## src/rtl/tpu_pkg.sv

```systemverilog
// Shared arbitration constants and index-width helper for the mux family.
package tpu_pkg;

  localparam int ARB_FIXED = 0;
  localparam int ARB_RR    = 1;

  // Width of a channel index; a single channel still needs one bit.
  function automatic int idx_w(input int n);
    return (n <= 2) ? 1 : $clog2(n);
  endfunction

endpackage

```

## src/rtl/arb_mux_n_rr_pick.sv

```systemverilog
// Combinational rotating-priority picker: chooses one request, searching
// upward from ptr and wrapping, or from index 0 when rr is low.
module rr_pick
  import tpu_pkg::*;
#(
  parameter int N  = 4,
  parameter int CW = idx_w(N)
) (
  input  logic [N-1:0]  req,
  input  logic [CW-1:0] ptr,
  input  logic          rr,
  output logic [N-1:0]  gnt,
  output logic [CW-1:0] gnt_idx,
  output logic          any
);

  logic [N-1:0] hi_req;
  logic [N-1:0] pick_vec;
  logic         found;

  // Requests at or above the pointer take precedence; otherwise wrap to the
  // full request set and take the lowest index.
  always_comb begin
    hi_req   = '0;
    pick_vec = '0;
    gnt      = '0;
    gnt_idx  = '0;
    found    = 1'b0;
    for (int i = 0; i < N; i++) begin
      hi_req[i] = req[i] && (CW'(i) >= ptr);
    end
    pick_vec = (rr && (|hi_req)) ? hi_req : req;
    for (int i = 0; i < N; i++) begin
      if (pick_vec[i] && !found) begin
        gnt[i]  = 1'b1;
        gnt_idx = CW'(i);
        found   = 1'b1;
      end
    end
    any = |req;
  end

endmodule

```

## src/rtl/arb_mux_n.sv

```systemverilog
// N-channel arbitrating multiplexer with a single registered valid/ready
// output stage. Supports round-robin, fixed priority and forced selection.
module arb_mux_n
  import tpu_pkg::*;
#(
  parameter  int WIDTH = 17,
  parameter  int N     = 4,
  parameter  int RR    = 1,
  localparam int CW    = idx_w(N)
) (
  input  logic                 clk,
  input  logic                 rst,
  input  logic [N*WIDTH-1:0]   in_data,
  input  logic [N-1:0]         in_valid,
  output logic [N-1:0]         in_ready,
  input  logic                 force_en,
  input  logic [CW-1:0]        force_sel,
  output logic [WIDTH-1:0]     out_data,
  output logic [CW-1:0]        out_chan,
  output logic                 out_valid,
  input  logic                 out_ready
);

  logic [WIDTH-1:0] out_data_q, out_data_d;
  logic [CW-1:0]    out_chan_q, out_chan_d;
  logic             out_valid_q, out_valid_d;
  logic [CW-1:0]    ptr_q, ptr_d;

  logic             load;
  logic [N-1:0]     force_mask;
  logic [N-1:0]     eligible;
  logic [N-1:0]     gnt;
  logic [CW-1:0]    gnt_idx;
  logic             any;
  logic [WIDTH-1:0] sel_data;
  logic [WIDTH-1:0] chan_data [N];

  // Per-channel views of the packed input bus and the forced-select decode.
  // An out-of-range force_sel matches no channel, so nothing is eligible.
  for (genvar gi = 0; gi < N; gi++) begin : g_chan
    assign chan_data[gi]  = in_data[gi*WIDTH +: WIDTH];
    assign force_mask[gi] = (force_sel == CW'(gi));
  end

  // The output register can take a new beat when empty or being drained.
  always_comb begin
    load     = !out_valid_q || out_ready;
    eligible = force_en ? (in_valid & force_mask) : in_valid;
  end

  rr_pick #(
    .N  (N),
    .CW (CW)
  ) u_pick (
    .req     (eligible),
    .ptr     (ptr_q),
    .rr      (RR == ARB_RR),
    .gnt     (gnt),
    .gnt_idx (gnt_idx),
    .any     (any)
  );

  // Handshake only the granted channel, and only when the stage can load.
  always_comb begin
    in_ready = (load && !rst) ? gnt : '0;
  end

  // Select the granted channel's data; the grant vector is one-hot.
  always_comb begin
    sel_data = '0;
    for (int i = 0; i < N; i++) begin
      if (gnt[i]) begin
        sel_data = chan_data[i];
      end
    end
  end

  // Next-state for the output stage and the round-robin pointer. Data and
  // channel index hold when nothing is loaded; the pointer only moves on a grant.
  always_comb begin
    out_data_d  = out_data_q;
    out_chan_d  = out_chan_q;
    out_valid_d = out_valid_q;
    ptr_d       = ptr_q;
    if (load) begin
      out_valid_d = any;
      if (any) begin
        out_data_d = sel_data;
        out_chan_d = gnt_idx;
        ptr_d      = (gnt_idx == CW'(N-1)) ? '0 : gnt_idx + CW'(1);
      end
    end
  end

  // State registers; reset discards any held beat immediately.
  always_ff @(posedge clk or posedge rst) begin
    if (rst) begin
      out_data_q  <= '0;
      out_chan_q  <= '0;
      out_valid_q <= 1'b0;
      ptr_q       <= '0;
    end else begin
      out_data_q  <= out_data_d;
      out_chan_q  <= out_chan_d;
      out_valid_q <= out_valid_d;
      ptr_q       <= ptr_d;
    end
  end

  assign out_data  = out_data_q;
  assign out_chan  = out_chan_q;
  assign out_valid = out_valid_q;

endmodule

```

## config.mk

```make
export PLATFORM = sky130hd
export DESIGN_NAME = arb_mux_n
export DESIGN_NICKNAME = d
export VERILOG_FILES = /design/src/rtl/tpu_pkg.sv /design/src/rtl/arb_mux_n_rr_pick.sv /design/src/rtl/arb_mux_n.sv
export SDC_FILE = /design/constraint.sdc
export NUM_CORES = 1
export LEC_CHECK = 0
export ABC_AREA = 1
export CAP_MARGIN = 20
export CORE_MARGIN = 2
export CORE_UTILIZATION = 36
export DETAILED_ROUTE_END_ITERATION = 12
export GPL_ROUTABILITY_DRIVEN = 0
export GPL_TIMING_DRIVEN = 0
export PLACE_DENSITY = 0.78
export SLEW_MARGIN = 10
export SYNTH_ARGS = -nofsm -noshare
export SYNTH_HDL_FRONTEND = slang
export SYNTH_SLANG_ARGS = --single-unit
export TNS_END_PERCENT = 1
```

## constraint.sdc

```tcl
create_clock -name clk -period 2.6 [get_ports clk]
set_input_delay 0.78 -clock clk [delete_from_list [all_inputs] [get_ports clk]]
set_output_delay 0.78 -clock clk [all_outputs]
set_load 0.02 [all_outputs]
```

# Yosys cells after proc, flatten, opt, wreduce, memory -nomap -nowiden
# Cells that the tools add are included.
[word_totals]
regBits = 22
inputBits = 78
out_inout_bits = 24
word_cells = 49
[op_classes]
n_addsub = 1
order_cmp = 4
eq_ne = 4
muxes = 17
bitwise = 1
reduce_logical = 18
[ops]
columns = ["op", "count"]
rows = [
  ["$mux W17", 4],
  ["$mux W4", 3],
  ["$logic_and A1 B1 Y1", 8],
  ["$reduce_or A4 Y1", 2],
  ["$mux W1", 7],
  ["$eq A2 B2 Y1 const B", 3],
  ["$mux W2", 3],
  ["$logic_not A1 Y1", 5],
  ["$and A4 B4 Y4", 1],
  ["$ge A1 B2 Y1 const A", 2],
  ["$ge A2 B2 Y1 const A", 2],
  ["$add A2 B1 Y2 const B", 1],
  ["$eq A2 B1 Y1 const B", 1],
  ["$logic_not A2 Y1", 1],
  ["$reduce_and A2 Y1", 1],
  ["$logic_or A1 B1 Y1", 1],
]

# Longest topological paths before layout
# Gate-level depths: netlist (run 1).
[logic_depth]
ltp_word = 18
mapped_depth = 16
depth_no_buf = 14

# Hierarchy
# A second synthesis (run 1) with hierarchy kept.
[unflattened]
hier_cells = 289
hier_area_um2 = 1793.0
[by_module_without_submodules]
columns = ["mod", "n_inst", "cells_per_inst", "area_each_um2", "seq_area_each_um2"]
rows = [
  ["arb_mux_n", 1, 261, 1649.1, 550.5],
  ["rr_pick", 1, 28, 143.9, 0.0],
]

# Least setup slack after synthesis (run 1)
# OpenSTA, ideal clock, no wires.
[synth_path]
path_kind = "input to output"
from = "input force_sel[0]"
to = "output in_ready[3]"
arrival_time_ns = 1.995
t_required_ns = 1.820
setup_slack_ns = -0.175
path_stages = 11
path_buffers = 0
cell_sequence = "inv_1 > nand2_1 > nand2_1 > nand3_2 > nand2_2 > nor2_4 > nand2_1 > nand2_2 > nor2_4 > nand3_1 > nor2_1"
[synth_between]
elab_chain_len = 17
word_cells_on_any_way = 23
cone_classes = "eq/ne (3); mux (7); bitwise (1); reduce/logical (12)"
[synth_lines]
columns = ["item", "line_no", "rtl"]
rows = [
  ["start, declared", "arb_mux_n.sv:17", "input logic [CW-1:0] force_sel,"],
  ["$eq A2 B1 Y1 (tied with other cells)", "arb_mux_n.sv:42", "assign force_mask[gi] = (force_sel == CW'(gi));"],
  ["$and A4 B4 Y4 *", "arb_mux_n.sv:48", "eligible = force_en ? (in_valid & force_mask) : in_valid;"],
  ["$mux W4 *", "arb_mux_n.sv:48", ""],
  ["$logic_and A1 B1 Y1", "arb_mux_n_rr_pick.sv:30", "hi_req[i] = req[i] && (CW'(i) >= ptr);"],
  ["$reduce_or A4 Y1", "arb_mux_n_rr_pick.sv:32", "pick_vec = (rr && (|hi_req)) ? hi_req : req;"],
  ["$mux W4 *", "arb_mux_n_rr_pick.sv:32", ""],
  ["$mux W1", "arb_mux_n_rr_pick.sv:34", "if (pick_vec[i] && !found) begin"],
  ["$logic_not A1 Y1", "arb_mux_n_rr_pick.sv:34", ""],
  ["$logic_and A1 B1 Y1", "arb_mux_n_rr_pick.sv:34", ""],
  ["$mux W1", "arb_mux_n_rr_pick.sv:34", ""],
  ["$logic_not A1 Y1", "arb_mux_n_rr_pick.sv:34", ""],
  ["$logic_and A1 B1 Y1", "arb_mux_n_rr_pick.sv:34", ""],
  ["$mux W1", "arb_mux_n_rr_pick.sv:34", ""],
  ["$logic_not A1 Y1", "arb_mux_n_rr_pick.sv:34", ""],
  ["$logic_and A1 B1 Y1 *", "arb_mux_n_rr_pick.sv:34", ""],
  ["$mux W1 *", "arb_mux_n_rr_pick.sv:34", ""],
  ["$mux W4 *", "arb_mux_n.sv:65", "in_ready = (load && !rst) ? gnt : '0;"],
  ["end, declared", "arb_mux_n.sv:15", "output logic [N-1:0] in_ready,"],
]
# Every way passes the cells marked *; elsewhere a longest branch is shown, timed or not.

# Final worst setup path (run 1)
[layout_path]
from = "input force_sel[0]"
to = "output in_ready[2]"
[layout_between]
elab_chain_len = 14
word_cells_on_any_way = 20
cone_classes = "eq/ne (3); mux (6); bitwise (1); reduce/logical (10)"
[layout_lines]
columns = ["item", "line_no"]
rows = [
  ["$eq A2 B1 Y1 (tied with other cells)", "arb_mux_n.sv:42"],
  ["$and A4 B4 Y4 *", "arb_mux_n.sv:48"],
  ["$mux W4 *", "arb_mux_n.sv:48"],
  ["$logic_and A1 B1 Y1", "arb_mux_n_rr_pick.sv:30"],
  ["$reduce_or A4 Y1", "arb_mux_n_rr_pick.sv:32"],
  ["$mux W4 *", "arb_mux_n_rr_pick.sv:32"],
  ["$mux W1", "arb_mux_n_rr_pick.sv:34"],
  ["$logic_not A1 Y1", "arb_mux_n_rr_pick.sv:34"],
  ["$logic_and A1 B1 Y1", "arb_mux_n_rr_pick.sv:34"],
  ["$mux W1", "arb_mux_n_rr_pick.sv:34"],
  ["$logic_not A1 Y1", "arb_mux_n_rr_pick.sv:34"],
  ["$logic_and A1 B1 Y1 *", "arb_mux_n_rr_pick.sv:34"],
  ["$mux W1 *", "arb_mux_n_rr_pick.sv:34"],
  ["$mux W4 *", "arb_mux_n.sv:65"],
]
# Marked as above.

==> impl.org, run 1 <==
** STA
- The final number of hold-violating endpoints came to 0.
- Setup violations remaining at the end of the flow were counted as 4.
- At the pin with the least slew margin, the transition time is 546 ps.
- The worst pin sits at a relative slew slack of 0.634.
- Aggregate negative setup slack :: -481 ps
- For the final database, setup skew stands at 10.4 ps.
- Of the available clock period, the critical path in the final layout requires 1.06.
- Across all setup checks in the final design, the least slack found is -145 ps.
- The number of slew-limit violations in the final report is 0.
- Worst Hold Margin :: 487 ps
- For this run, the top clock speed supported by timing is 0.364 GHz.
- Final period demand of the worst path :: 2750 ps
- Setup repair after global routing could not meet its margin everywhere.

** Floorplan
- The floorplan has 26 rows.
- From bottom edge to top edge, the die measures 76.4 um.
- Horiz. Die Dim :: 76.4 um
- After floorplanning, the core was sized to cover 5070 um2.
- The die covers 5840 um2.
- Initial core utilization :: 0.372
- Boundary Pins :: 102

** Job
- Maximum Capacitance Violations :: 0

** Yosys
- Syn Inst Count :: 290
- Syn_nets :: 368
- Each instance of the synthesized netlist takes up on average 6.51 um2.
- Synthesis inferred 22 register bits.
- The netlist uses 24 different library cells.
- After synthesis the cells add up to 1890 um2.
- Yosys warning total :: 0
- Portion of the post-synthesis area used by sequential elements :: 0.292

** Critical path
- Signal arrival time at the worst endpoint :: 1970 ps
- The slowest stage of the critical path is the nor2_4 cell.
- Most common cell on crit path :: nand2_1
- For the worst setup path, the data required time is 1820 ps.
- Type of origin of the critical path :: input port
- Category of the worst setup path capture point :: output pin
- Longest individual stage delay on the worst path :: 190 ps
- In this run the worst path has a maximum fanout of 5.
- Ordered cell list for the critical path :: buf_8 > nand2_1 > nand2_1 > nand2_2 > nand2_4 > nor2_4 > nand2_1 > nand2_2 > buf_6 > nand3_4 > nor2_4 > buf_6
- Type of the worst setup path :: input port to output pin

** Clock network
- Buffers inserted during clock tree synthesis total 3.
- Bufs on Longest Clock Path :: 2
- Max H-tree Level :: 1
- CTS sink count :: 22
- Clock latency on the worst-skew pair, taken at its later pin, is 270 ps.
- Clock-pin slew was measured on the worst setup and hold paths at 80 ps.
- CTS tree :: done
- Buffer type at the clock tree root :: clkbuf_8

** Routing
- Final routed DRC violation total :: 0
- Initial detailed-routing violation count :: 86
- DR WL/cell :: 13.5 um
- The routed design has 6580 um of wire.
- Once detail routing completed, the nets flagged for antenna violations numbered 0.
- For this block, the via count after detailed routing is 2,338.
- The first TritonRoute pass finished after 4 iterations.
- Dividing the detail-routed via count by the number of cells gives 4.79.

** Place
- The wire-length estimate of the detail-placed layout is 4650 um.
- In this run the cell area measured after placement is 3010 um2.
- In this run the tool buffered the top-level ports with 101 buffer cells.

** Global route
- In the global route stage, overall resource usage came out at 0.213.
- The first global-routing pass estimated 10,100 um of wire.
- Pin count of the biggest net entering global routing :: 14
- The number of antenna violations at the first check in global routing is 0.
- Vias in the first global route :: 2,223
- Global routing finished with a remaining overflow of 0.

** Layout
- 0 antenna diodes ended up in the layout.
- Once layout is complete, the utilization of the core stands at 0.666.
- Final standard cell area without fillers :: 3380 um2
- Layout fillers :: 463
- Area Growth Syn to Fin :: 79.1%
- Layout cells sized above 1 :: 0.237
- In the final design database the tool counted 497 nets.

** Power and ir drop
- Power density over cell area :: 605 nW/um2
- Summed over all cells, the static leakage comes to 1.67 nW.
- Post-layout total power :: 0.00205 W
- Peak supply drop :: 0.462 mV

** Run status
- The run finished, with violations left.
- Violations in the final reports :: negative setup slack

** Min path
- The min-delay analysis places its worst path in the category flip-flop to flip-flop.
-- state kept, by name, summed over array words and instances (netlist names) --
name,flops
ptr_q,2
out_valid,1
out_chan,2
out_data,17
-- path summary, 6_finish.rpt --
check | startpoint | end | slack, ps | cells past startpoint
max | force_sel[0] | in_ready[2] | -150 | 12
min | out_data[4] | out_data[4] | 490 | 2
max reg2reg | ptr_q[1] | out_data[16] | 510 | 14
min reg2reg | out_data[4] | out_data[4] | 490 | 2
max in group asynchronous | rst | out_data[12] | 1330 | 2
min in group asynchronous | rst | out_chan[0] | 970 | 2
-- Yosys cell counts, drive strengths merged --
library cell | count | area share
a21boi | 1 | 0.0040
dfrtp | 22 | 0.29
a31oi | 2 | 0.0066
nand2 | 121 | 0.26
nand4 | 17 | 0.056
nor4 | 1 | 0.0066
nand3 | 28 | 0.11
nor2 | 51 | 0.11
o21ai | 2 | 0.0053
clkbuf | 2 | 0.015
inv | 30 | 0.060
o21a | 1 | 0.0040
buf | 12 | 0.073
-- layout by cell type, fill, tap and decap left out --
| cell type | instances |
|---|---|
| clkinvlp_4 | 1 |
| nand3_2 | 9 |
| buf_8 | 4 |
| nand2_4 | 9 |
| buf_4 | 22 |
| nand2_1 | 102 |
| nand3_1 | 15 |
| nor4_2 | 1 |
| nand3_4 | 4 |
| o21ai_2 | 1 |
| o21ai_0 | 1 |
| nor2_4 | 6 |
| a31oi_1 | 2 |
| nor2_1 | 43 |
| buf_12 | 1 |
| bufinv_16 | 1 |
| nor2_2 | 2 |
| clkdlybuf4s15_1 | 1 |
| inv_4 | 2 |
| inv_1 | 25 |
| buf_2 | 3 |
| o21a_1 | 1 |
| clkdlybuf4s50_1 | 90 |
| nand4_1 | 17 |
| clkbuf_8 | 5 |
| inv_2 | 2 |
| clkbuf_2 | 3 |
| a21boi_4 | 1 |
| buf_6 | 11 |
| dfrtp_1 | 22 |
| clkinvlp_2 | 1 |
| nand2_2 | 9 |
| nand2_8 | 1 |
-- area by class of cell --
cell class,count,area [um2],share of cell area
buffer,12,138,0.0407
sequential,22,551,0.163
tap,70,87.6,0.0259
multi-input combinational,224,1210,0.357
timing repair inverter,1,5.00,0.00148
timing repair buffer,125,1200,0.355
clock buffer,3,41.3,0.0122
clock inverter,1,30.0,0.00888
inverter,30,121,0.0359
-- layer usage --
layer | track usage | up-vias | wire length [um]
met3 | 0.0604 | 8 | 516
met1 | 0.273 | 1060 | 2890
met2 | 0.369 | 105 | 3110
met5 | 0 | - | 0
met4 | 0.0236 | 0 | 69
li1 | - | 1165 | -
-- critical path, delay by kind of cell --
| kind | cells | cell delay (ps) |
|---|---|---|
| buffers and inverters | 3 | 340 |
| and+or+nand+nor | 9 | 840 |
-- power breakdown --
part           internal (W)  switching (W)  total, W  leakage [nW]
Clock              0.000206       0.000110  0.000316        0.0357
Sequential         0.000442      0.0000658  0.000508         0.269
Combinational      0.000581       0.000643   0.00122          1.36
-- timing repair --
item,CTS,global route
hold buffers,0,0
pin swaps,18,15
setup buffers,21,3
cloned,1,0
endpoints found under the setup margin,4,4
gates resized for setup,64,27
-- stage by stage --
step	cells	worst slack, ps
6_report	488	-145
5_1_grt	488	-207
4_1_cts	485	-107
3_5_place_dp	461	-1320
3_3_place_gp	461	-1280
2_1_floorplan	290	-82.7
-- cells by family (layout without fill, tap and decap cells) --
kind of cell	after synthesis	in the layout	share of synthesized area
AND/OR/NAND/NOR	218	218	0.541
buffers and inverters	44	172	0.147
AO/OA/AOI/OAI	6	6	0.0199
flip-flops	22	22	0.292
Power figures use the tool's default switching activity.
==> run 2: changes to the inputs <==
- CTS_CLUSTER_DIAMETER: unset -> 50
==> results of run 2 <==
Final layout, timing and power as in run 1 (identical DEF).
